===== config.mk =====
export PLATFORM = sky130hd
export DESIGN_NAME = mbist_sched
export DESIGN_NICKNAME = d
export VERILOG_FILES = /design/src/rtl/mbist_sched.sv
export SDC_FILE = /design/constraint.sdc
export NUM_CORES = 1
export LEC_CHECK = 0
export CORE_AREA = 2 2 79 111
export CTS_BUF_LIST = sky130_fd_sc_hd__clkbuf_8
export DETAILED_ROUTE_END_ITERATION = 10
export DIE_AREA = 0 0 81 113
export PLACE_DENSITY = 0.47
export SYNTH_ARGS = -nofsm -noshare
export SYNTH_HDL_FRONTEND = slang
export SYNTH_SLANG_ARGS = --single-unit

===== constraint.sdc =====
create_clock -name clk -period 6.9 [get_ports clk]
set_clock_uncertainty 0.15 [all_clocks]
set_input_delay 1.38 -clock clk [delete_from_list [all_inputs] [get_ports clk]]
set_output_delay 1.38 -clock clk [all_outputs]
set_load 0.01 [all_outputs]

===== src/rtl/mbist_sched.sv =====
// mbist_sched: runs the shared MBIST engine over MEM_NUM memories in turn,
// lowest index first, logging per-memory fail and timeout status.
module mbist_sched #(
  parameter int unsigned MEM_NUM   = 4,
  parameter int unsigned TIMEOUT_W = 16
) (
  input  logic                 clk,
  input  logic                 rstn,
  input  logic                 start,
  input  logic                 abort,
  input  logic [MEM_NUM-1:0]   mem_mask,
  input  logic [TIMEOUT_W-1:0] timeout,
  input  logic                 eng_done,
  input  logic [MEM_NUM-1:0]   fail_flags,
  output logic [MEM_NUM-1:0]   eng_sel,
  output logic                 eng_start,
  output logic                 busy,
  output logic                 done,
  output logic [MEM_NUM-1:0]   fail_map,
  output logic [MEM_NUM-1:0]   timeout_map
);

  localparam int unsigned IDX_W = (MEM_NUM > 1) ? $clog2(MEM_NUM) : 1;

  typedef enum logic [2:0] {
    S_IDLE,
    S_SCAN,
    S_LAUNCH,
    S_RUN,
    S_FINISH
  } state_e;

  state_e               state_q, state_d;
  logic [MEM_NUM-1:0]   pending_q, pending_d;
  logic [TIMEOUT_W-1:0] timer_q, timer_d;
  logic [IDX_W-1:0]     cur_idx_q, cur_idx_d;
  logic [MEM_NUM-1:0]   eng_sel_q, eng_sel_d;
  logic [MEM_NUM-1:0]   fail_map_q, fail_map_d;
  logic [MEM_NUM-1:0]   timeout_map_q, timeout_map_d;
  logic                 eng_start_q, busy_q, done_q;
  logic [IDX_W-1:0]     next_idx;

  // Index of the lowest set bit; higher bits are overwritten by lower ones.
  function automatic logic [IDX_W-1:0] lowest_idx(input logic [MEM_NUM-1:0] v);
    lowest_idx = '0;
    for (int i = int'(MEM_NUM) - 1; i >= 0; i--) begin
      if (v[i]) lowest_idx = IDX_W'(i);
    end
  endfunction

  assign next_idx = lowest_idx(pending_q);

  // State register.
  always_ff @(posedge clk or negedge rstn) begin
    if (!rstn) state_q <= S_IDLE;
    else       state_q <= state_d;
  end

  // Next-state and datapath updates; abort overrides everything mid-session.
  always_comb begin
    state_d       = state_q;
    pending_d     = pending_q;
    timer_d       = timer_q;
    cur_idx_d     = cur_idx_q;
    eng_sel_d     = eng_sel_q;
    fail_map_d    = fail_map_q;
    timeout_map_d = timeout_map_q;

    unique case (state_q)
      S_IDLE: begin
        if (start) begin
          pending_d     = mem_mask;
          fail_map_d    = '0;
          timeout_map_d = '0;
          state_d       = S_SCAN;
        end
      end
      S_SCAN: begin
        if (pending_q == '0) begin
          state_d = S_FINISH;
        end else begin
          cur_idx_d           = next_idx;
          pending_d[next_idx] = 1'b0;
          eng_sel_d           = MEM_NUM'(1) << next_idx;
          state_d             = S_LAUNCH;
        end
      end
      S_LAUNCH: begin
        timer_d = timeout;
        state_d = S_RUN;
      end
      S_RUN: begin
        if (eng_done) begin
          fail_map_d[cur_idx_q] = fail_flags[cur_idx_q];
          eng_sel_d             = '0;
          state_d               = S_SCAN;
        end else if (timer_q == TIMEOUT_W'(1)) begin
          timeout_map_d[cur_idx_q] = 1'b1;
          fail_map_d[cur_idx_q]    = 1'b1;
          eng_sel_d                = '0;
          state_d                  = S_SCAN;
        end else if (timer_q != '0) begin
          timer_d = timer_q - TIMEOUT_W'(1);
        end
      end
      S_FINISH: begin
        state_d = S_IDLE;
      end
      default: begin
        state_d = S_IDLE;
      end
    endcase

    if (abort && (state_q inside {S_SCAN, S_LAUNCH, S_RUN})) begin
      fail_map_d    = fail_map_q;
      timeout_map_d = timeout_map_q;
      eng_sel_d     = '0;
      pending_d     = '0;
      state_d       = S_FINISH;
    end
  end

  // Datapath and output registers; pulses are decoded from the next state.
  always_ff @(posedge clk or negedge rstn) begin
    if (!rstn) begin
      pending_q     <= '0;
      timer_q       <= '0;
      cur_idx_q     <= '0;
      eng_sel_q     <= '0;
      fail_map_q    <= '0;
      timeout_map_q <= '0;
      eng_start_q   <= 1'b0;
      busy_q        <= 1'b0;
      done_q        <= 1'b0;
    end else begin
      pending_q     <= pending_d;
      timer_q       <= timer_d;
      cur_idx_q     <= cur_idx_d;
      eng_sel_q     <= eng_sel_d;
      fail_map_q    <= fail_map_d;
      timeout_map_q <= timeout_map_d;
      eng_start_q   <= (state_d == S_LAUNCH);
      busy_q        <= (state_d != S_IDLE);
      done_q        <= (state_d == S_FINISH);
    end
  end

  assign eng_sel     = eng_sel_q;
  assign eng_start   = eng_start_q;
  assign busy        = busy_q;
  assign done        = done_q;
  assign fail_map    = fail_map_q;
  assign timeout_map = timeout_map_q;

endmodule


==> flow_summary.ini <==
[detailed_routing]
drc_errors = 0
vias_per_cell = 5.41
routed_wirelength_um = 6710
drtIter0Drc = 127
final_antenna_net_count = 0
wire_per_inst_um = 16.4
vias = 2212
drtPass1Iterations = 4

[flow_run]
maxCapViolations = 0

[synthesis]
synth-seq-cells = 40
synth-edff-count = 0
netlist.area_leader.share_pct = 42.1
syn-cell-area_um2 = 2380
synth_cell_types = 44
synth_seq_area_share_pct = 42.1
yosysWarnings = 0
synthesis.nets = 305
synth_area_per_cell_um2 = 8.71
ys_top_cells_by_count = dfrtp_1, a21oi_1, nor2_1, o21ai_0, nand2_1
asyncSetResetFlopFracSynth_pct = 100
synth_most_common_cell = dfrtp_1
syn_inst = 273
synth_area_leaders = dfrtp_1, a21oi_1, nor2_1, o21ai_0, nor3_1
yosysTopAreaCell = dfrtp_1
synth-main-ff-cell = dfrtp_1

[timing]
setup-tns-final_ns = 0
finalSetupViolations = 0
report.final.hold_viol_count = 0
period_share_pct = 47.9
rsz0062_at_grt = false
drv_slew = 0
fin_ws_ns = 3.59
tightest_slew_ns = 0.978
slew_headroom_pct = 34.8
period_minus_slack_ns = 3.31
max_clock_freq_mhz = 302

[power_and_ir_drop]
power_density_nw_per_um2 = 380
vdd_drop_max_uv = 170
leakagePower_nw = 1.18

[placed_design]
place_area_um2 = 2860
hpwlAfterDp_um = 4780
portBuffers = 43
place_ws_ns = 3.30
gp_congestion = 0.830

[grt]
grt_max_degree = 41
antenna_found_initial = 0
grt_overflow = 0
grt_pass1_vias = 2237
gr-usage-all-layers_pct = 15.8
grt_first_pass_wirelength_um = 11300

[cells_and_area]
design_area_um2 = 2960
final_nets = 338
syn_to_final_growth_pct = 24.6
multi_input_area_um2 = 1250
drive_gt1_share_pct = 9.12
nFillCells = 883
seq_area_um2 = 1000
num_antenna_cells = 0

[floorplanning]
fp.dieH_um = 113
die_w_um = 81
start_util_pct = 29.3
floorplan.die_area_um2 = 9150
io_pins = 44
row_count = 39
core_area_um2 = 8100

[cts]
ctsHoldBuffers = 0
clockBufferDepth = 2
cts-root-buf = clkbuf_8
cts_sinks = 40
cts_tree = done
cts-resized-gates = 0
numCtsBuffers = 5
clk_pin_slew_worst_paths_ns = 0.08
h-tree-depth = 2
post_cts_buffers = 0
clock_latency_ns = 0.29

[worst_setup_path]
end_kind = flip-flop
critical_path_class = in2reg
critPathMaxFanout = 11
worstPathArrival_ns = 3.37
cp-start-kind = input pin
crit_required_ns = 6.96

[status]
status = complete, no violations

[hold_path]
hold_path.class = reg2reg
layout by cell type, fill, tap and decap left out, drive strengths merged, types with 5 or more instances in the layout:
cell,count
a21o,6
a21oi,31
a31oi,5
clkbuf,5
clkdlybuf4s50,42
dfrtp,40
inv,10
mux2,5
nand2,19
nand3,5
nor2,27
nor3,17
nor4,5
o21ai,21
o22ai,11
or3,5
or4,5
per-layer routing:
layer	part of all wire, %	routed length, µm	GRT usage, %
met3	2.6	174	2.55
met4	1.3	84	4.86
met5	0	0	0
met1	43	2890	19.7
met2	53	3560	27.4
power breakdown:
| group | switching, W | internal (W) | total [W] |
|---|---|---|---|
| clock network | 0.0000873 | 0.000106 | 0.000193 |
| logic | 0.000260 | 0.000221 | 0.000482 |
| registers | 0.000140 | 0.000310 | 0.000450 |
| total | 0.000488 | 0.000637 | 0.00112 |
cell type report:
cell class                      instances  area share [%]
Multi-Input combinational cell        205            42.3
Clock inverter                          3            1.31
Timing Repair Buffer                   45            14.9
Tap cell                              102            4.31
Inverter                                9            1.14
Sequential cell                        40            33.8
Clock buffer                            5            2.32
cell families (layout without fill, tap and decap cells):
logic type | after synthesis | after routing | synth area share (%)
muxes | 5 | 5 | 2.37
adders and majority gates | 3 | 3 | 1.58
and+or+nand+nor | 101 | 101 | 22.9
AOI/OAI and AO/OA | 96 | 96 | 25.8
buffers and inverters | 28 | 62 | 5.21
DFF | 40 | 40 | 42.1
path summary, 6_finish.rpt:
path | startpoint | to | slack [ns] | cells past startpoint
min | timeout_map[3]$_DFFE_PN0P_ | timeout_map[3]$_DFFE_PN0P_ | 0.35 | 2
max in group asynchronous | rstn | fail_map[3]$_DFFE_PN0P_ | 4.93 | 1
min reg2reg | timeout_map[3]$_DFFE_PN0P_ | timeout_map[3]$_DFFE_PN0P_ | 0.35 | 2
max | eng_done | timer_q[5]$_DFFE_PN0P_ | 3.59 | 5
max reg2reg | timer_q[10]$_DFFE_PN0P_ | eng_sel[2]$_DFFE_PN0P_ | 4.08 | 6
min in group asynchronous | rstn | timer_q[13]$_DFFE_PN0P_ | 1.07 | 1
worst max-delay path, stage by stage:
cell and delay [ns]:
clkdlybuf4s50_1 0.65, a21oi_1 0.79, a31oi_1 0.17, a31o_2 0.25
a21oi_1 0.13
registers in the layout (all words and copies together), names as in the netlist, 2 cells and up:
signal / cells
fail_map: 4
cur_idx_q: 2
pending_q: 4
state_q: 3
timeout_map: 4
timer_q: 16
eng_sel: 4
stage by stage:
step	hold WS [ns]	instances	power [W]	utilization (%)
after CTS	0.365	409	0.00114	36.6
after global routing	0.395	409	0.00122	36.6
after global placement	0.346	401	0.000937	35.2
final	0.355	409	0.00112	36.6
after detailed placement	0.344	401	0.000938	35.2
after floorplan	0.330	273	0.000787	-
Note: power is estimated with default switching activity, not from simulation.
